## src/rtl/tmu2_pkg.sv

```systemverilog
// Shared widths and controller state encoding for the TMU2 pipeline stages.
package tmu2_pkg;

    localparam int TMU2_COORD_W = 18;
    localparam int TMU2_DIM_W   = 11;
    localparam int TMU2_DST_W   = 12;

    typedef enum logic [1:0] {
        IDLE = 2'd0,
        DIV  = 2'd1,
        OUT  = 2'd2
    } edgediv_state_e;

endpackage

```

## src/rtl/tmu2_divider_serial.sv

```systemverilog
// Restoring serial divider producing one quotient bit per step, MSB first.
// A zero divisor skips every step so quotient and remainder stay 0.
module tmu2_divider_serial
    import tmu2_pkg::*;
#(
    parameter int DIFF_W = TMU2_COORD_W,
    parameter int DIV_W  = TMU2_DIM_W
) (
    input  logic              clk_i,
    input  logic              rst_i,
    input  logic              start_i,
    input  logic              step_i,
    input  logic [DIFF_W-1:0] dividend_i,
    input  logic [DIV_W-1:0]  divisor_i,
    output logic [DIFF_W-1:0] quotient_o,
    output logic [DIV_W-1:0]  remainder_o
);

    logic [DIFF_W-1:0] shift_q, shift_d;
    logic [DIV_W-1:0]  rem_q, rem_d;
    logic [DIV_W-1:0]  divisor_q, divisor_d;
    logic              divZero_q, divZero_d;
    logic [DIV_W:0]    partial;

    // shift_q holds the unconsumed dividend bits at the top and the quotient bits at the bottom
    always_comb begin
        shift_d   = shift_q;
        rem_d     = rem_q;
        divisor_d = divisor_q;
        divZero_d = divZero_q;
        partial   = {rem_q, shift_q[DIFF_W-1]};
        if (start_i) begin
            divZero_d = (divisor_i == '0);
            divisor_d = divisor_i;
            rem_d     = '0;
            shift_d   = divZero_d ? '0 : dividend_i;
        end else if (step_i && !divZero_q) begin
            if (partial >= {1'b0, divisor_q}) begin
                rem_d   = DIV_W'(partial - {1'b0, divisor_q});
                shift_d = {shift_q[DIFF_W-2:0], 1'b1};
            end else begin
                rem_d   = partial[DIV_W-1:0];
                shift_d = {shift_q[DIFF_W-2:0], 1'b0};
            end
        end
    end

    always_ff @(posedge clk_i) begin
        if (rst_i) begin
            shift_q   <= '0;
            rem_q     <= '0;
            divisor_q <= '0;
            divZero_q <= 1'b0;
        end else begin
            shift_q   <= shift_d;
            rem_q     <= rem_d;
            divisor_q <= divisor_d;
            divZero_q <= divZero_d;
        end
    end

    assign quotient_o  = shift_q;
    assign remainder_o = rem_q;

endmodule

```

## src/rtl/tmu2_edgediv.sv

```systemverilog
// TMU2 edge divider: per-scanline X/Y steps of the left (A->C) and right (B->D)
// edges as sign, quotient and remainder of |difference| / dst_squareh.
module tmu2_edgediv
    import tmu2_pkg::*;
#(
    parameter int DIFF_W = TMU2_COORD_W,
    parameter int DIV_W  = TMU2_DIM_W
) (
    input  logic                         sys_clk,
    input  logic                         sys_rst,
    output logic                         busy,
    input  logic                         pipe_stb_i,
    output logic                         pipe_ack_o,
    input  logic signed [DIFF_W-1:0]     ax,
    input  logic signed [DIFF_W-1:0]     ay,
    input  logic signed [DIFF_W-1:0]     bx,
    input  logic signed [DIFF_W-1:0]     by,
    input  logic signed [DIFF_W-1:0]     cx,
    input  logic signed [DIFF_W-1:0]     cy,
    input  logic signed [DIFF_W-1:0]     dx,
    input  logic signed [DIFF_W-1:0]     dy,
    input  logic signed [TMU2_DST_W-1:0] drx,
    input  logic signed [TMU2_DST_W-1:0] dry,
    input  logic [DIV_W-1:0]             dst_squareh,
    output logic                         pipe_stb_o,
    input  logic                         pipe_ack_i,
    output logic signed [DIFF_W-1:0]     ax_f,
    output logic signed [DIFF_W-1:0]     ay_f,
    output logic signed [DIFF_W-1:0]     bx_f,
    output logic signed [DIFF_W-1:0]     by_f,
    output logic signed [TMU2_DST_W-1:0] drx_f,
    output logic signed [TMU2_DST_W-1:0] dry_f,
    output logic [DIV_W-1:0]             squareh_f,
    output logic                         lx_sign,
    output logic                         ly_sign,
    output logic                         rx_sign,
    output logic                         ry_sign,
    output logic [DIFF_W-1:0]            lx_q,
    output logic [DIFF_W-1:0]            ly_q,
    output logic [DIFF_W-1:0]            rx_q,
    output logic [DIFF_W-1:0]            ry_q,
    output logic [DIV_W-1:0]             lx_r,
    output logic [DIV_W-1:0]             ly_r,
    output logic [DIV_W-1:0]             rx_r,
    output logic [DIV_W-1:0]             ry_r
);

    localparam int                CNT_W     = $clog2(DIFF_W);
    localparam logic [CNT_W-1:0]  ITER_LAST = CNT_W'(DIFF_W - 1);

    edgediv_state_e   state_q, state_d;
    logic [CNT_W-1:0] iterCnt_q, iterCnt_d;
    logic             accept;
    logic             step;

    logic [DIFF_W-1:0] edgeStart [4];
    logic [DIFF_W-1:0] edgeEnd   [4];
    logic [DIFF_W:0]   edgeDiff  [4];
    logic [DIFF_W-1:0] edgeMag   [4];
    logic [3:0]        edgeNeg;
    logic [DIFF_W-1:0] quot      [4];
    logic [DIV_W-1:0]  remd      [4];

    logic [3:0]                   sign_q;
    logic signed [DIFF_W-1:0]     axF_q, ayF_q, bxF_q, byF_q;
    logic signed [TMU2_DST_W-1:0] drxF_q, dryF_q;
    logic [DIV_W-1:0]             squarehF_q;

    // Edge order: 0 = lx, 1 = ly, 2 = rx, 3 = ry; differences are one bit wider so they cannot overflow
    always_comb begin
        edgeStart[0] = ax;
        edgeStart[1] = ay;
        edgeStart[2] = bx;
        edgeStart[3] = by;
        edgeEnd[0]   = cx;
        edgeEnd[1]   = cy;
        edgeEnd[2]   = dx;
        edgeEnd[3]   = dy;
        edgeNeg      = '0;
        for (int i = 0; i < 4; i++) begin
            edgeDiff[i] = {edgeEnd[i][DIFF_W-1], edgeEnd[i]} - {edgeStart[i][DIFF_W-1], edgeStart[i]};
            edgeNeg[i]  = edgeDiff[i][DIFF_W];
            edgeMag[i]  = edgeNeg[i] ? DIFF_W'(~edgeDiff[i][DIFF_W-1:0] + 1'b1) : edgeDiff[i][DIFF_W-1:0];
        end
    end

    always_comb begin
        state_d    = state_q;
        iterCnt_d  = iterCnt_q;
        accept     = 1'b0;
        step       = 1'b0;
        pipe_ack_o = 1'b0;
        pipe_stb_o = 1'b0;
        busy       = 1'b1;
        unique case (state_q)
            IDLE: begin
                pipe_ack_o = 1'b1;
                busy       = 1'b0;
                if (pipe_stb_i) begin
                    accept    = 1'b1;
                    iterCnt_d = ITER_LAST;
                    state_d   = DIV;
                end
            end
            DIV: begin
                step = 1'b1;
                if (iterCnt_q == '0) begin
                    state_d = OUT;
                end else begin
                    iterCnt_d = iterCnt_q - CNT_W'(1);
                end
            end
            OUT: begin
                pipe_stb_o = 1'b1;
                if (pipe_ack_i) begin
                    state_d = IDLE;
                end
            end
            default: begin
                state_d = IDLE;
            end
        endcase
    end

    always_ff @(posedge sys_clk) begin
        if (sys_rst) begin
            state_q   <= IDLE;
            iterCnt_q <= '0;
        end else begin
            state_q   <= state_d;
            iterCnt_q <= iterCnt_d;
        end
    end

    always_ff @(posedge sys_clk) begin
        if (sys_rst) begin
            sign_q     <= '0;
            axF_q      <= '0;
            ayF_q      <= '0;
            bxF_q      <= '0;
            byF_q      <= '0;
            drxF_q     <= '0;
            dryF_q     <= '0;
            squarehF_q <= '0;
        end else if (accept) begin
            sign_q     <= edgeNeg;
            axF_q      <= ax;
            ayF_q      <= ay;
            bxF_q      <= bx;
            byF_q      <= by;
            drxF_q     <= drx;
            dryF_q     <= dry;
            squarehF_q <= dst_squareh;
        end
    end

    for (genvar g = 0; g < 4; g++) begin : gDiv
        tmu2_divider_serial #(
            .DIFF_W (DIFF_W),
            .DIV_W  (DIV_W)
        ) uDiv (
            .clk_i       (sys_clk),
            .rst_i       (sys_rst),
            .start_i     (accept),
            .step_i      (step),
            .dividend_i  (edgeMag[g]),
            .divisor_i   (dst_squareh),
            .quotient_o  (quot[g]),
            .remainder_o (remd[g])
        );
    end

    assign ax_f      = axF_q;
    assign ay_f      = ayF_q;
    assign bx_f      = bxF_q;
    assign by_f      = byF_q;
    assign drx_f     = drxF_q;
    assign dry_f     = dryF_q;
    assign squareh_f = squarehF_q;
    assign lx_sign   = sign_q[0];
    assign ly_sign   = sign_q[1];
    assign rx_sign   = sign_q[2];
    assign ry_sign   = sign_q[3];
    assign lx_q      = quot[0];
    assign ly_q      = quot[1];
    assign rx_q      = quot[2];
    assign ry_q      = quot[3];
    assign lx_r      = remd[0];
    assign ly_r      = remd[1];
    assign rx_r      = remd[2];
    assign ry_r      = remd[3];

endmodule
```

## config.mk

```make
export PLATFORM = sky130hd
export DESIGN_NAME = tmu2_edgediv
export DESIGN_NICKNAME = d
export VERILOG_FILES = /design/src/rtl/tmu2_pkg.sv /design/src/rtl/tmu2_divider_serial.sv /design/src/rtl/tmu2_edgediv.sv
export SDC_FILE = /design/constraint.sdc
export NUM_CORES = 1
export LEC_CHECK = 0
export ABC_AREA = 1
export BUFFER_PORTS_ARGS = -buffer_cell sky130_fd_sc_hd__buf_2
export CORE_ASPECT_RATIO = 0.5
export CORE_MARGIN = 4
export CORE_UTILIZATION = 50
export DETAILED_ROUTE_END_ITERATION = 7
export PLACE_DENSITY = 0.74
export SLEW_MARGIN = 15
export SYNTH_ARGS = -nofsm -noshare
export SYNTH_HDL_FRONTEND = slang
export SYNTH_SLANG_ARGS = --single-unit
```

## constraint.sdc

```tcl
create_clock -name sys_clk -period 3.15 [get_ports sys_clk]
set_clock_uncertainty 0.15 [all_clocks]
set_input_delay 0.63 -clock sys_clk [delete_from_list [all_inputs] [get_ports sys_clk]]
set_output_delay 0.63 -clock sys_clk [all_outputs]
set_load 0.02 [all_outputs]
```

==> results of run 1 <==
-- synth_stat cells, drive strengths merged, types with 3 or more instances --
| cell | n |
|---|---|
| ha | 122 |
| nor3 | 19 |
| a21oi | 272 |
| o2111ai | 3 |
| a21o | 7 |
| nand3b | 29 |
| nand2 | 684 |
| o22ai | 5 |
| nor2 | 206 |
| a22oi | 3 |
| xor2 | 29 |
| o21ai | 347 |
| o211ai | 16 |
| nand4 | 23 |
| o31ai | 3 |
| nand3 | 156 |
| fa | 8 |
| buf | 21 |
| xnor2 | 23 |
| or2 | 7 |
| and2 | 3 |
| inv | 331 |
| clkbuf | 75 |
| dfxtp | 235 |
| a31oi | 6 |
-- layout make-up --
class | instances | area share
Multi-Input combinational cell | 1981 | 0.520
Sequential cell | 235 | 0.230
Timing Repair Buffer | 454 | 0.119
Inverter | 331 | 0.0611
Clock buffer | 31 | 0.0331
Tap cell | 441 | 0.0270
Clock inverter | 12 | 0.00954
Antenna cell | 3 | 0.000367
-- critical path: cells and delay by family (launching register included) --
kind	cells	cell delay (ps)
fa+ha+maj	2	650
simple gates	4	610
compound gates	5	590
flops	1	500
buf+inv	2	260
-- logic make-up after synthesis --
kind of cell	synth area share
AND/OR/NAND/NOR	0.290
AO/OA/AOI/OAI	0.207
buffers and inverters	0.0989
flip-flops	0.277
adder cells (fa/ha/maj)	0.0993
XOR/XNOR	0.0277
-- repair_timing --
item,in CTS,in global routing
endpoints found under the setup margin,0,1
resized for setup,0,1
hold buffers,0,0
endpoints found under the hold margin,0,0
-- cell usage in the layout (no fill, tap or decap), types with 4 or more instances in the layout --
cell type  netlist  final
o21ai_2          6      6
nand3b_1        27     27
nor2_1         189    188
dfxtp_1        235    235
a21o_1           7      7
a21oi_1        264    264
bufinv_16        0      5
inv_2            9     10
nand2_1        644    641
xor2_1          28     28
buf_4            2     37
o211ai_1        16     16
buf_2           12    412
nand2_2         39     41
clkinv_2         0      4
xnor2_1         22     22
a21oi_2          8      8
inv_1          321    319
ha_1           122    122
nand3_2         11     11
o21ai_1         15     16
nand3_1        145    145
nor2_4           5      7
nor3_1          16     16
o21ai_0        326    325
nor2_2          12     11
nand4_1         23     23
buf_12           0      5
fa_1             8      8
clkbuf_16        0     25
a31oi_1          6      6
o22ai_1          5      5
-- sequential cells by signal (all words and copies together) (netlist names) --
| register | flops |
|---|---|
| gDiv.uDiv.quotient_o | 72 |
| gDiv.uDiv.remainder_o | 44 |
| ax_f | 18 |
| ay_f | 18 |
| bx_f | 18 |
| by_f | 18 |
| drx_f | 12 |
| dry_f | 12 |
| gDiv.uDiv.divisor_q | 11 |
| iterCnt_q | 5 |
| sign_q | 4 |
| state_q | 2 |
| gDiv.uDiv.divZero_q | 1 |
-- stage by stage --
stage	setup slack [ps]	setup TNS, ps	total power (W)	hold WS, ps
final	260	0	0.0120	193
after global routing	108	0	0.0127	177
after CTS	288	0	0.0120	164
after detailed placement	-3.84	-5.94	0.00871	290
after global placement	70.5	0	0.00864	283
after floorplan	368	0	0.00722	293
-- path summary, 6_finish.rpt --
path	to	slack [ps]	depth (start not counted)
worst min register to register	ax_f[5]	300	2
worst min-delay path	dry_f[7]	190	3
worst max-delay path	gDiv[2].uDiv.remainder_o[4]	260	13
worst max register to register	gDiv[2].uDiv.remainder_o[4]	260	13
-- per-layer routing --
layer | wire [um] | vias to the layer above | part of all wire
li1 | - | 9468 | -
met1 | 24400 | 8434 | 0.45
met2 | 24800 | 526 | 0.46
met3 | 3340 | 111 | 0.061
met4 | 1880 | 0 | 0.035
met5 | 0 | - | 0
-- power groups by stage --
stage / Sequential (W) / Combinational (W) / Clock [W]
floorplan: 0.00407 / 0.00315 / 0
global placement: 0.00367 / 0.00496 / 0
detailed placement: 0.00368 / 0.00503 / 0
CTS: 0.00362 / 0.00506 / 0.00330
global route: 0.00367 / 0.00565 / 0.00342
finish: 0.00363 / 0.00510 / 0.00324
==> run_results.csv, run 1 <==
group,metric,value,unit
yosys,synthArstFlopShare,0,
pwr,power.internal,0.00702,W
die,dieArea,37200,sq um
pwr,total_leakage_power,10.7,nW
critical_path,crit_chain,"inv_1 > ha_1 > fa_1 > o21ai_2 > nand4_1 > nand2_1 > a21boi_1 > or2_2 > nand2_1 > buf_4 > a21oi_1 > o21ai_0 > a21oi_1",
detailed_routing,drc,0,
clock_tree,cts_max_level,1,
die,io_pins,413,
die,dieHeight,138,um
critical_path,cp_data_required_time,3410,ps
detailed_routing,drt_pass1_iterations,5,
detailed_routing,routedWlPerCell,15.6,um
clock_tree,cts-buffers-inserted,24,
global_routing,grt_overflow,0,
placement,placedCellCount,3442,
global_routing,grt_usage,0.276,
clock_tree,clock_latency,540,ps
yosys,synth_top_area_share,0.277,
sta,worst_pin_slew,588,ps
global_routing,grt_max_degree,63,
placement,gp_congestion,0.940,
sta,slew_violations,0,
detailed_routing,drtIter0Drc,1249,
pwr,p_per_area,585,nW/um^2
yosys,synth.distinct_cells,53,
finish,final_net_count,3340,
critical_path,endpoint_kind,"flop",
placement,placed_area,19600,sq um
sta,fmax,346,MHz
finish,multi_input_area,10600,sq um
clock_tree,ctsRootBufferMaster,"clkbuf_16",
detailed_routing,ant_nets,0,
clock_tree,cts_buffer_depth,3,
pwr,combPwrFrac,0.426,
clock_tree,clk_pin_slew,70,ps
detailed_routing,viasPerCell,5.32,
sta,rsz0062_at_grt,"no",
min_path,hold_path.startpoint,"dry[7]",
yosys,synthFlopType,"dfxtp_1",
sta,setup_viol,0,
global_routing,busiest_layer,"met2",
pwr,p_seq_frac,0.303,
clock_tree,cts.sinks,235,
clock_tree,cts_tree,"built",
global_routing,grt_util_met3,0.0385,
yosys,yosys-top-cells-area,"dfxtp_1 (28%), nand2_1 (14%), o21ai_0 (9.6%), ha_1 (9.0%), a21oi_1 (7.8%)",
critical_path,start_kind,"flop",
pwr,p_sw_frac,0.413,
min_path,hold_path_class,"input port to flop",
critical_path,slowest_stage,"dfxtp_1",
detailed_routing,via_count,18500,
yosys,syn_nets,2956,
yosys,syn_inst,2643,
run,max_cap_violations,0,
die,dieWidth,269,um
die,num_rows,47,
sta,period_minus_slack,2890,ps
finish,final_area,20500,sq um
clock_tree,postCtsSetupRepairBufs,0,
sta,relSlewSlack,0.608,
finish,layoutNonFillerInstCount,3488,
critical_path,arrival,3150,ps
sta,finalHoldViolations,0,
critical_path,cp_max_fo,13,
yosys,ys_seq_elements,235,
pwr,p_sw,0.00494,W
placement,dp_hpwl,42000,um
sta,period_share,0.918,
yosys,ys_seq_area_frac,0.277,
finish,postLayoutCoreUtil,0.615,
critical_path,timing.rr.start,"gDiv[2].uDiv.quotient_o[17]",
status,outcome,"completed",
pwr,peakVddDrop,0.000356,V
finish,drive_gt1_frac,0.198,
yosys,synthesis.area,17000,sq um
global_routing,use_met1,0.373,
critical_path,path_class,"flop to flop",
critical_path,setup.worst_path.start,"gDiv[2].uDiv.quotient_o[17]",
global_routing,grt_pass1_wl,85500,um
detailed_routing,wl,54400,um
global_routing,antenna_found_initial,2,
global_routing,globalRouteMet2Util,0.459,
finish,regArea,4700,sq um
critical_path,slowest_delay,500,ps
pwr,p_clk_frac,0.271,
finish,fillers,3139,
global_routing,grt_pass1_vias,16700,
finish,area_growth,20.4,%
yosys,yosys.area.top_type,"dfxtp_1",
yosys,avgSynthCellArea,6.43,sq um
yosys,yosys_warnings,0,
die,fp.coreArea,33300,sq um
yosys,synth_edf_count,0,
die,initial_core_util,0.510,
placement,portBuffers,412,
Power figures use the tool's default switching activity.
==> run 2: changes to the inputs <==
--- a/config.mk
+++ b/config.mk
@@ -11,8 +11,10 @@
 export CORE_MARGIN = 4
 export CORE_UTILIZATION = 50
 export DETAILED_ROUTE_END_ITERATION = 7
+export MAX_ROUTING_LAYER = met4
 export PLACE_DENSITY = 0.74
 export SLEW_MARGIN = 15
 export SYNTH_ARGS = -nofsm -noshare
 export SYNTH_HDL_FRONTEND = slang
+export SYNTH_HIERARCHICAL = 1
 export SYNTH_SLANG_ARGS = --single-unit
==> run 2 against run 1 <==
Net effect:
- final cell count grew 19%
- critical endpoint is now gDiv[0].uDiv/quotient_o[13]
- highest routed layer unchanged
- area after synthesis increased by 20%
- utilization decreased by 0.23 points
- largest cell class unchanged
- die area increased by 19%
==> run_results.csv, run 2 <==
group,metric,value,unit
die,dieWidth,293,um
global_routing,busiest_layer,"met2",
global_routing,grt_util_met3,0.0289,
yosys,syn_inst,3181,
clock_tree,cts_resized,0,
clock_tree,clock_latency,590,ps
yosys,synth.distinct_cells,48,
finish,fillers,3856,
clock_tree,clk_pin_slew,70,ps
sta,slew_violations,0,
finish,final_cell_mix,"nand2_1 (737), inv_1 (474), buf_2 (412)",
pwr,p_per_area,567,nW/um^2
die,dieArea,44100,sq um
sta,fmax,359,MHz
critical_path,path_class,"input port to flop",
global_routing,antenna_found_initial,2,
clock_tree,postCtsSetupRepairBufs,0,
pwr,total_leakage_power,12.9,nW
die,dieHeight,151,um
finish,final_common_cell,"nand2_1",
pwr,peakVddDrop,0.000374,V
clock_tree,postCtsHoldBufs,0,
clock_tree,cts.sinks,282,
die,fp.coreArea,39500,sq um
clock_tree,cts_tree,"built",
die,num_rows,51,
critical_path,cpMostUsedCell,"nand2_1",
yosys,ys_seq_elements,282,
yosys,synth_most_common_cell,"nand2_1",
critical_path,cp_max_fo,7,
yosys,yosys-top-cells-area,"dfxtp_1 (28%), nand2_1 (14%), inv_1 (8.8%), ha_1 (7.5%), nand3_1 (7.3%)",
sta,period_minus_slack,2790,ps
global_routing,grt_usage,0.280,
sta,period_share,0.885,
critical_path,critPathBufInv,3,
finish,area_growth,19.0,%
global_routing,globalRouteMet2Util,0.479,
sta,setup_viol,0,
detailed_routing,drtIter0Drc,1571,
pwr,power.internal,0.00803,W
global_routing,use_met1,0.354,
die,io_pins,413,
placement,placed_area,23200,sq um
clock_tree,cts-buffers-inserted,28,
detailed_routing,via_count,21800,
placement,gp_congestion,0.946,
clock_tree,cts_buffer_depth,3,
placement,post-place-ws,-222,ps
yosys,syn_nets,3494,
detailed_routing,viasPerCell,5.23,
detailed_routing,ant_nets,0,
pwr,p_seq_frac,0.314,
detailed_routing,wl,63200,um
clock_tree,ctsRootBufferMaster,"clkbuf_16",
yosys,yosys.area.top_type,"dfxtp_1",
min_path,hold_path_class,"input port to flop",
global_routing,grt_pass1_wl,101000,um
critical_path,slowest_delay,410,ps
global_routing,grt_max_degree,115,
finish,final_net_count,3919,
detailed_routing,routedWlPerCell,15.2,um
sta,rsz0062_at_grt,"no",
yosys,yosys_warnings,6,
run,max_cap_violations,0,
finish,drive_gt1_frac,0.193,
placement,dp_hpwl,49300,um
critical_path,path_delay_family,"simple AND/OR/NAND/NOR gates",
yosys,synth_edf_count,0,
sta,worst_pin_slew,1200,ps
sta,relSlewSlack,0.197,
yosys,ys_seq_area_frac,0.278,
finish,final_area,24200,sq um
finish,largest_reg_flops,72,
critical_path,arrival,3090,ps
die,initial_core_util,0.515,
global_routing,grt_overflow,0,
yosys,synth_commonest_cells,"nand2_1 (739), inv_1 (475), nand3_1 (297), dfxtp_1 (282), nor2_1 (259)",
yosys,synthFlopType,"dfxtp_1",
yosys,synthArstFlopShare,0,
yosys,avgSynthCellArea,6.39,sq um
clock_tree,cts_max_level,1,
pwr,p_sw,0.00569,W
critical_path,endpoint_kind,"flop",
sta,layout_setup_ws,362,ps
status,outcome,"completed",
detailed_routing,drt_pass1_iterations,6,
global_routing,grt_pass1_vias,20000,
pwr,p_clk_frac,0.257,
detailed_routing,drc,0,
critical_path,slowest_stage,"fa_1",
yosys,synthesis.area,20300,sq um
critical_path,crit_chain,"buf_2 > ha_1 > inv_1 > fa_1 > nand2_1 > nand3_2 > nand3_1 > nand2_1 > nand2_1 > nand2_1 > nand2_1 > nand2_1 > nand2_1 > nand2_2 > inv_1 > nor2_1 > xor2_1 > a22oi_1 > a21oi_1",
yosys,synth_top_area_share,0.278,
placement,portBuffers,412,
critical_path,start_kind,"input port",
critical_path,cp_data_required_time,3450,ps
pwr,combPwrFrac,0.428,
sta,finalHoldViolations,0,
pwr,p_sw_frac,0.415,
[run 2: cell count changes in the layout (fill, tap and decap cells not counted), sizes merged, moves of 47 or more]
cell / previous run / this run
nand4: 23 / 71
buf: 454 / 505
nand3: 156 / 308
nor2: 206 / 276
inv: 332 / 507
a22oi: 3 / 68
dfxtp: 235 / 282
o21ai: 347 / 252
nand2: 684 / 800
[run 2: path summary, 6_finish.rpt]
| kind | from | endpoint | slack [ps] | depth (start not counted) |
|---|---|---|---|---|
| min | dry[10] | dry_f[10] | 140 | 3 |
| max | ax[0] | gDiv[0].uDiv/quotient_o[13] | 360 | 19 |
| max reg2reg | gDiv[2].uDiv/quotient_o[17] | gDiv[2].uDiv/remainder_o[7] | 450 | 11 |
| min reg2reg | gDiv[1].uDiv/divisor_q[6] | gDiv[1].uDiv/divisor_q[6] | 320 | 2 |
[run 2: layout make-up]
cell class              instances  area [sq um]  share of cell area
multi-input cells            2283         12200               0.505
well taps                     530           663              0.0274
repair buffers                505          2790               0.115
clock inverters                16           181             0.00750
flip-flops and latches        282          5650               0.233
inverters                     506          1900              0.0787
clock buffers                  36           781              0.0323
diodes                          3          7.51            0.000310
[run 2: stage by stage]
| stage | setup TNS (ps) | utilization | std cells | power [W] | hold slack, ps |
|---|---|---|---|---|---|
| after detailed placement | -4680 | 0.588 | 4106 | 0.0102 | 303 |
| after CTS | 0 | 0.612 | 4158 | 0.0137 | 108 |
| after global routing | 0 | 0.612 | 4160 | 0.0147 | 129 |
| after floorplan | 0 | - | 3181 | 0.00857 | 287 |
| final | 0 | 0.612 | 4161 | 0.0137 | 138 |
| after global placement | -1520 | 0.588 | 4106 | 0.0101 | 299 |
[run 2: worst register-to-register path, stage by stage, from the launching register on]
cell and delay, ps:
dfxtp_1 440, inv_1 100, ha_1 230, fa_1 410, inv_1 120, nand3_1 90
nand3_2 110, nand2_1 270, nand4_2 340, nand3_1 160, nand3_1 100, a21oi_1 60
[run 2: cell families after synthesis]
group                      count (synthesis)  share of synthesized area
xor gates and xnor gates                  70                     0.0331
and+or+nand+nor                         1514                      0.332
buffers and inverters                    616                      0.122
AOI/OAI and AO/OA                        569                      0.152
adders and majority gates                130                     0.0830
DFF                                      282                      0.278
[run 2: routing by layer]
metal / vias up / share of wire / routed length [um]
met5: - / 0 / 0
met4: 0 / 0.032 / 2030
met3: 113 / 0.050 / 3140
met2: 591 / 0.47 / 29800
met1: 9876 / 0.45 / 28200
li1: 11200 / - / -
[run 2: power by group through the flow]
stage	clock network (W)	logic, W	registers [W]
floorplan	0	0.00382	0.00475
detailed placement	0	0.00582	0.00438
CTS	0.00360	0.00584	0.00430
global route	0.00375	0.00657	0.00436
global placement	0	0.00571	0.00437
finish	0.00353	0.00588	0.00431
